$ cat src/rtl/sample_tick_fetcher.sv
// Turns the speed-controller divisor into a periodic sample tick and emits one
// byte per tick from a word buffer refilled over a req/ack handshake.
// Optional feature: define OVERRUN_COUNT_EN to add a saturating overrun_count output.
module sample_tick_fetcher #(
  parameter int unsigned DIV_DEFAULT = 1227,
  parameter int unsigned DIV_MIN     = 64,
  parameter int unsigned DIV_MAX     = 65535
) (
  input  logic        clk,
  input  logic        reset_n,
  input  logic        enable,
  input  logic [31:0] divisor,
  output logic        fetch_req,
  input  logic        fetch_ack,
  input  logic [31:0] fetch_data,
  output logic        tick,
  output logic [7:0]  sample_out,
  output logic        sample_valid,
  output logic        overrun
`ifdef OVERRUN_COUNT_EN
  ,
  output logic [15:0] overrun_count
`endif
);

  localparam logic [15:0] DIV_DEFAULT_W = 16'(DIV_DEFAULT);
  localparam logic [15:0] DIV_MIN_W     = 16'(DIV_MIN);
  localparam logic [15:0] DIV_MAX_W     = 16'(DIV_MAX);

  typedef enum logic [1:0] {
    ST_REQ  = 2'd0,
    ST_WAIT = 2'd1,
    ST_FULL = 2'd2
  } state_t;

  state_t      state_q, state_d;
  logic [15:0] count_q, count_d;
  logic [15:0] active_div_q, active_div_d;
  logic [15:0] eff_div;
  logic [31:0] word_q, word_d;
  logic [1:0]  idx_q, idx_d;
  logic        fetch_req_q, fetch_req_d;
  logic        tick_q, tick_d;
  logic [7:0]  sample_q, sample_d;
  logic        valid_q, valid_d;
  logic        overrun_q, overrun_d;
`ifdef OVERRUN_COUNT_EN
  logic [15:0] ovc_q, ovc_d;
`endif

  // Divisor clamp: full 32-bit unsigned comparison against the accepted range
  always_comb begin
    eff_div = divisor[15:0];
    if (divisor < DIV_MIN) begin
      eff_div = DIV_MIN_W;
    end else if (divisor > DIV_MAX) begin
      eff_div = DIV_MAX_W;
    end else begin
      eff_div = divisor[15:0];
    end
  end

  // Divider: the new divisor is only picked up at a period boundary
  always_comb begin
    count_d      = count_q;
    active_div_d = active_div_q;
    tick_d       = 1'b0;
    if (enable) begin
      if (count_q == active_div_q - 16'd1) begin
        tick_d       = 1'b1;
        count_d      = 16'd0;
        active_div_d = eff_div;
      end else begin
        count_d = count_q + 16'd1;
      end
    end else begin
      count_d = count_q;
    end
  end

  // Buffer FSM: a tick with no word buffered is reported as overrun, never skips a byte
  always_comb begin
    state_d     = state_q;
    fetch_req_d = fetch_req_q;
    word_d      = word_q;
    idx_d       = idx_q;
    sample_d    = sample_q;
    valid_d     = 1'b0;
    overrun_d   = 1'b0;
    case (state_q)
      ST_REQ: begin
        fetch_req_d = 1'b1;
        overrun_d   = tick_d;
        state_d     = ST_WAIT;
      end
      ST_WAIT: begin
        overrun_d = tick_d;
        if (fetch_ack) begin
          word_d      = fetch_data;
          idx_d       = 2'd0;
          fetch_req_d = 1'b0;
          state_d     = ST_FULL;
        end else begin
          fetch_req_d = 1'b1;
        end
      end
      ST_FULL: begin
        if (tick_d) begin
          sample_d = 8'(word_q >> {idx_q, 3'b000});
          valid_d  = 1'b1;
          idx_d    = idx_q + 2'd1;
          if (idx_q == 2'd3) begin
            state_d = ST_REQ;
          end else begin
            state_d = ST_FULL;
          end
        end else begin
          state_d = ST_FULL;
        end
      end
      default: begin
        fetch_req_d = 1'b0;
        state_d     = ST_REQ;
      end
    endcase
  end

`ifdef OVERRUN_COUNT_EN
  // Overrun counter saturates instead of wrapping
  always_comb begin
    if (overrun_d && (ovc_q != 16'hFFFF)) begin
      ovc_d = ovc_q + 16'd1;
    end else begin
      ovc_d = ovc_q;
    end
  end
`endif

  // State and registered outputs
  always_ff @(posedge clk or negedge reset_n) begin
    if (!reset_n) begin
      state_q      <= ST_REQ;
      count_q      <= 16'd0;
      active_div_q <= DIV_DEFAULT_W;
      word_q       <= 32'd0;
      idx_q        <= 2'd0;
      fetch_req_q  <= 1'b0;
      tick_q       <= 1'b0;
      sample_q     <= 8'd0;
      valid_q      <= 1'b0;
      overrun_q    <= 1'b0;
`ifdef OVERRUN_COUNT_EN
      ovc_q        <= 16'd0;
`endif
    end else begin
      state_q      <= state_d;
      count_q      <= count_d;
      active_div_q <= active_div_d;
      word_q       <= word_d;
      idx_q        <= idx_d;
      fetch_req_q  <= fetch_req_d;
      tick_q       <= tick_d;
      sample_q     <= sample_d;
      valid_q      <= valid_d;
      overrun_q    <= overrun_d;
`ifdef OVERRUN_COUNT_EN
      ovc_q        <= ovc_d;
`endif
    end
  end

  assign fetch_req    = fetch_req_q;
  assign tick         = tick_q;
  assign sample_out   = sample_q;
  assign sample_valid = valid_q;
  assign overrun      = overrun_q;
`ifdef OVERRUN_COUNT_EN
  assign overrun_count = ovc_q;
`endif

endmodule

$ cat config.mk
export PLATFORM = sky130hd
export DESIGN_NAME = sample_tick_fetcher
export DESIGN_NICKNAME = d
export VERILOG_FILES = /design/src/rtl/sample_tick_fetcher.sv
export SDC_FILE = /design/constraint.sdc
export NUM_CORES = 1
export LEC_CHECK = 0
export ABC_AREA = 1
export CORE_ASPECT_RATIO = 1.1
export CORE_UTILIZATION = 54
export CTS_CLUSTER_DIAMETER = 80
export DETAILED_ROUTE_END_ITERATION = 6
export PLACE_DENSITY = 0.81
export SLEW_MARGIN = 20
export SYNTH_ARGS = -nofsm -noshare
export SYNTH_HDL_FRONTEND = slang
export SYNTH_SLANG_ARGS = --single-unit
$ cat constraint.sdc
create_clock -name clk -period 3 [get_ports clk]
set_clock_uncertainty 0.15 [all_clocks]
set_input_delay 0.45 -clock clk [delete_from_list [all_inputs] [get_ports clk]]
set_output_delay 0.45 -clock clk [all_outputs]
set_load 0.03 [all_outputs]
[Word level (Yosys, flattened, before mapping)]
Index checks and enable logic that the tools add are counted.
Storage, ports and cells
  output and inout bits: 12
  register bits: 80
  logic and storage cells: 46
  input port bits: 68
Operators by class
  order comparisons: 2
  shifts and indexed selects: 1
  $add $sub $neg: 3
  eq/ne operators: 6
  multiplexer cells: 17
  reduce and logical (&&, ||, !) cells: 7
Operators by type and width (count)
  16-bit 2-to-1 mux: 3
  32-bit by 16-bit > comparator with 1-bit output (second input constant): 1
  32-bit by 7-bit < comparator with 1-bit output (second input constant): 1
  32-bit by 5-bit >> shifter with 8-bit output: 1
  16-bit by 1-bit adder with 16-bit output (second input constant): 1
  16-bit equality test: 1
  16-bit by 1-bit subtractor with 16-bit output (second input constant): 1
  2-bit 2-to-1 mux: 5
  1-bit 2-to-1 mux: 6
  2-bit case mux with 3 select lines: 1
  2-bit AND reduction: 3
  2-bit equality test (second input constant): 2
  2-bit != test (second input constant): 2
  2-bit case mux with 2 select lines: 1
  1-bit case mux with 3 select lines: 1
  3-bit AND reduction: 1
  2-bit by 1-bit adder with 2-bit output (second input constant): 1
  2-bit by 1-bit equality test with 1-bit output (second input constant): 1
  2-bit zero test: 1
  2-bit nonzero test: 1
  2-bit OR reduction: 1

[Logic depth before layout (Yosys ltp)]
  depth in word-level cells: 6
  gate-level depth with buffers: 16
  depth with buffers taken out: 16

[Worst setup path before layout]
Ideal clock, no wire load.
  path kind: register to register
  from: register active_div_q[0]
  to: register count_q[13]
  clock period less this slack: 2.221 ns
  path buffers: 1
  stages on the path, launching flop included: 16
  setup time: 0.115 ns
  setup slack: 0.779 ns
  required time: 2.735 ns
  data arrival time: 1.956 ns
  cells stage by stage: dfstp_2 > inv_2 > ha_1 > nand2_2 > nor2_4 > nand2_1 > nand2_1 > nand2_1 > nand2_1 > nor2_1 > nand2_2 > nor2_4 > nand3_4 > buf_2 > nand3b_1 > inv_1
Between the ends
  word-level cells in the longest chain between the ends: 3
Ends and longest elaborated chain
  start: declaration: line 38  | logic [15:0] active_div_q, active_div_d;
  start signal: assignment: line 158  | active_div_q <= active_div_d;
  16-bit by 1-bit subtractor with 16-bit output: line 69  | if (count_q == active_div_q - 16'd1) begin
  16-bit equality test: line 69
  16-bit 2-to-1 mux: line 69
  end signal: assignment: line 157  | count_q <= count_d;
  end: declaration: line 37  | logic [15:0] count_q, count_d;
Every way passes these cells.
A chain may end at the register's enable or synchronous reset.

[Worst setup path in the final report]
  from: register active_div_q[0]
  to: register active_div_q[12]
Between the ends
  word-level cells in the longest chain between the ends: 3
Ends and longest elaborated chain (line)
  16-bit by 1-bit subtractor with 16-bit output: 69
  16-bit equality test: 69
  2-bit AND reduction (no line)
Every way passes these cells.

==> PnR_summary.wiki <==
{| class="wikitable"
! Metric !! Value
|-
| Series of cell instances along the critical path || inv_2 > ha_1 > inv_1 > nand2_1 > nand2_1 > nand2_1 > nand2_1 > nand3_1 > nor2_1 > nand3_2 > nor2_4 > nand3_4 > buf_4 > nand2_1 > o21ai_1
|-
| Most used cell, CP || sky130_fd_sc_hd__nand2_1
|-
| Final setup viols || 0
|-
| Peak supply drop || roughly 440 uV
|-
| # hold bufs at CTS || 0
|-
| Run status || finished, violations left
|-
| Element type at the critical path start || register
|-
| Max Cap Viol || 0
|-
| Actual transition at the worst max-transition pin || roughly 710 ps
|-
| Grt ovf || 0
|-
| Die height || a little under 100 um
|-
| Source-to-sink clock delay at the later pin of the worst-skew pair || 350 ps
|-
| Worst path slowest cell || sky130_fd_sc_hd__dfstp_2
|-
| Number of max-slew violations in the final report || 0
|-
| Count of fill cells added during filler insertion || between 600 and 700
|-
| Max layer used || met4
|-
| Remaining design rule violation count || 0
|-
| Setup repair after global routing missed its margin || no
|-
| Synthesized flop and latch total || 80
|-
| Power density over cell area || approximately 670 nW/um^2
|-
| Die X-Extent || 90.4 um
|-
| Avg Synthesized Cell Area || 8.21 sq um
|-
| Standby leakage power || roughly 2.8 nW
|-
| Yosys top cell by area || sky130_fd_sc_hd__dfrtp_1
|-
| Wire length on met1 || approximately 4.6 mm
|-
| Final Instance Count excl. Fillers || 759
|-
| PnR worst setup slack || between 300 and 400 ps
|-
| TritonCTS Sinks || 80
|-
| First-pass GRT wire length || 17.5 mm
|-
| YS warnings || 0
|-
| Proportion of netlist area held by the largest area contributor || between 30% and 40%
|-
| Post-layout min period || around 2700 ps
|-
| Setup CP Type || register to register
|-
| Via-to-Cell Ratio || approximately 5.3
|-
| Detailed placement HPWL || slightly above 8 mm
|-
| First DRT Iteration DRCs || ~180
|-
| Standard-cell rows || 35
|-
| Vias in the first global route || 3781
|-
| Multi-input combinational cell area || ~2300 sq um
|-
| Clk buf depth || 2
|-
| Inst Count DP || about 740
|-
| Rel. slew slack || between 50% and 60%
|-
| Setup Slack @ Placement || ~320 ps
|-
| Detailed-routed wire length on met2 || 5.32 mm
|-
| Pin count of the biggest net entering global routing || between 80 and 90
|-
| Total standard cell area after synthesis || ~4600 sq um
|-
| Count of mapped cells out of synthesis || 565
|-
| Cell types with the largest area share after synthesis || sky130_fd_sc_hd__dfrtp_1 (40%), sky130_fd_sc_hd__nand2_1 (13%), sky130_fd_sc_hd__mux2_2 (7.8%)
|-
| Met3 wire length || 427 um
|-
| Input/output buffers || just under 80
|-
| Final instance area || 5710 sq um
|-
| Number of antenna violations at the first check in global routing || 0
|-
| Sequential cell area || around 2000 sq um
|-
| Overall routed net length || approximately 11 mm
|-
| Min Hold Slack || -46.3 ps
|-
| Critical path required time || between 3000 and 4000 ps
|-
| Floorplan core area || around 8400 sq um
|-
| Root buffer cell || sky130_fd_sc_hd__clkbuf_8
|-
| Die area || between 8000 and 9000 sq um
|-
| Hold violation total from the final report || 40
|-
| I/O Pins || 80
|-
| Cell family contributing the most delay on the critical path || simple AND/OR/NAND/NOR gates
|-
| Post-Route Utilization || 68.3%
|-
| Area overhead of the layout relative to synthesis || 23.1%
|-
| Antenna Cells || 0
|-
| RePlAce Congestion || 0.859
|-
| Number of iterations in the first detailed-routing pass || 5
|-
| Crit path largest cell delay || ~570 ps
|-
| Antenna viol nets, final || 0
|-
| Unique cell type count in the Yosys netlist || 42
|-
| Buffering stage count on the worst path with inverters included || 3
|-
| Setup repair bufs after CTS || 0
|-
| DR WL/cell || 13.9 um
|-
| Min-Delay Path Class || input port to asynchronous set/reset pin
|-
| Post-synthesis sequential area ratio || approximately 43%
|-
| Worst setup EP type || register
|-
| Net count after synthesis || between 600 and 700
|-
| Design Power || between 3 and 4 mW
|-
| Vias || between 3000 and 4000
|-
| Clock buffer count from CTS || 9
|-
| Overall Global Routing Usage || roughly 25%
|-
| Maximum net fanout on the critical path || 27
|-
| Level count of the clock H-tree || 3
|-
| Arrival time of data at the critical path endpoint || approximately 2800 ps
|-
| Clock tree from TritonCTS || yes
|-
| Setup tns final || 0 ps
|-
| Cell Area, Placed || around 5500 sq um
|-
| F_max || ~0.37 GHz
|-
| Clock transition at the registers of the reported paths || 80 ps
|-
| Failing checks || negative hold slack
|-
| Total of cells resized after clock tree synthesis || 0
|-
| Starting Density || between 50% and 60%
|-
| Final worst-path cycle share || 89.5%
|-
| Fin nets || about 720
|-
| Layout cell share with drive strength beyond 1 || between 10% and 20%
|}
==> report_power, final <==
part | internal (mW) | switching (mW)
Sequential | 1.40 | 0.235
Clock | 0.466 | 0.381
Combinational | 0.637 | 0.696
==> routing by layer <==
| layer | global-route usage [%] | vias to the layer above |
|---|---|---|
| met4 | 7.57 | 0 |
| met2 | 43.6 | 106 |
| met3 | 4.89 | 17 |
| met1 | 30.8 | 1875 |
| li1 | - | 1999 |
| met5 | 0 | - |
==> cell usage in the layout, fill, tap and decap left out, types with 5 or more instances in the layout <==
cell                              count
sky130_fd_sc_hd__inv_1               59
sky130_fd_sc_hd__a32o_1               8
sky130_fd_sc_hd__clkdlybuf4s50_1     78
sky130_fd_sc_hd__o21ai_2              8
sky130_fd_sc_hd__a21oi_1             10
sky130_fd_sc_hd__nand2_2              5
sky130_fd_sc_hd__xor2_1               7
sky130_fd_sc_hd__clkbuf_8             9
sky130_fd_sc_hd__dfstp_2              6
sky130_fd_sc_hd__mux2_2              32
sky130_fd_sc_hd__nand3b_1             5
sky130_fd_sc_hd__nor2_1              47
sky130_fd_sc_hd__buf_4                5
sky130_fd_sc_hd__o21ai_0             14
sky130_fd_sc_hd__inv_2                5
sky130_fd_sc_hd__nor3_1               5
sky130_fd_sc_hd__nor2_2               5
sky130_fd_sc_hd__nor2_4               6
sky130_fd_sc_hd__nand4_1             10
sky130_fd_sc_hd__nand3_1             38
sky130_fd_sc_hd__dfrtp_1             74
sky130_fd_sc_hd__o21ai_1             15
sky130_fd_sc_hd__nand2_1            155
==> layout make-up <==
class	instances	area share [%]
Timing Repair Buffer	84	14.5
Multi-Input combinational cell	404	39.9
Sequential cell	80	35.2
Clock inverter	5	1.45
Tap cell	111	2.43
Inverter	65	4.27
Clock buffer	10	2.23
==> state kept, by name, summed over array words and instances, names as in the netlist <==
name          count
idx_q             2
overrun           1
tick              1
fetch_req         1
active_div_q     16
sample_valid      1
word_q           32
count_q          16
state_q           2
sample_out        8
==> cells by family (layout without fill, tap and decap cells) <==
group	count (synthesis)	after routing	share of synthesized area [%]
simple gates	298	298	30.2
buf+inv	81	164	7.53
flops	80	80	43.3
compound gates	60	60	8.25
mux	32	32	7.77
xor+xnor	11	11	2.08
fa+ha+maj	3	3	0.809
==> final timing paths <==
kind	endpoint	slack (ps)	startpoint	depth (start not counted)
max in group asynchronous	active_div_q[12]	2240	reset_n	1
min in group clk	overrun	320	state_q[1]	1
min reg2reg	overrun	320	state_q[1]	1
max reg2reg	active_div_q[12]	320	active_div_q[0]	15
max	active_div_q[12]	320	active_div_q[0]	15
min	count_q[0]	-50	reset_n	1
==> cells in the mapped netlist <==
cell / count
sky130_fd_sc_hd__nand3_4: 1
sky130_fd_sc_hd__o211ai_1: 2
sky130_fd_sc_hd__nor2_1: 47
sky130_fd_sc_hd__xnor2_1: 4
sky130_fd_sc_hd__nand3_2: 3
sky130_fd_sc_hd__dfrtp_1: 74
sky130_fd_sc_hd__buf_2: 2
sky130_fd_sc_hd__nand2_2: 5
sky130_fd_sc_hd__nand4_1: 10
sky130_fd_sc_hd__inv_1: 59
sky130_fd_sc_hd__mux2_2: 32
sky130_fd_sc_hd__a32o_1: 8
sky130_fd_sc_hd__clkbuf_2: 1
sky130_fd_sc_hd__xor2_1: 7
sky130_fd_sc_hd__a21oi_1: 10
sky130_fd_sc_hd__and3_1: 1
sky130_fd_sc_hd__or4_1: 4
sky130_fd_sc_hd__nand2_1: 155
sky130_fd_sc_hd__nand2_4: 2
sky130_fd_sc_hd__nand3_1: 38
sky130_fd_sc_hd__o21ai_2: 8
sky130_fd_sc_hd__nand4_2: 1
sky130_fd_sc_hd__dfstp_2: 6
sky130_fd_sc_hd__inv_2: 5
sky130_fd_sc_hd__o21ai_0: 14
sky130_fd_sc_hd__ha_1: 3
sky130_fd_sc_hd__clkbuf_1: 7
sky130_fd_sc_hd__nor2_4: 6
sky130_fd_sc_hd__nor2_2: 5
sky130_fd_sc_hd__and2_1: 1
sky130_fd_sc_hd__or2_2: 3
sky130_fd_sc_hd__buf_6: 5
sky130_fd_sc_hd__o21bai_1: 2
sky130_fd_sc_hd__clkinv_1: 1
sky130_fd_sc_hd__buf_4: 1
sky130_fd_sc_hd__nor3_1: 5
sky130_fd_sc_hd__nor3_2: 1
sky130_fd_sc_hd__nor4_1: 4
sky130_fd_sc_hd__nor2_8: 1
sky130_fd_sc_hd__o21ai_1: 15
sky130_fd_sc_hd__a21o_1: 1
sky130_fd_sc_hd__nand3b_1: 5
Note: power is estimated with default switching activity, not from simulation.
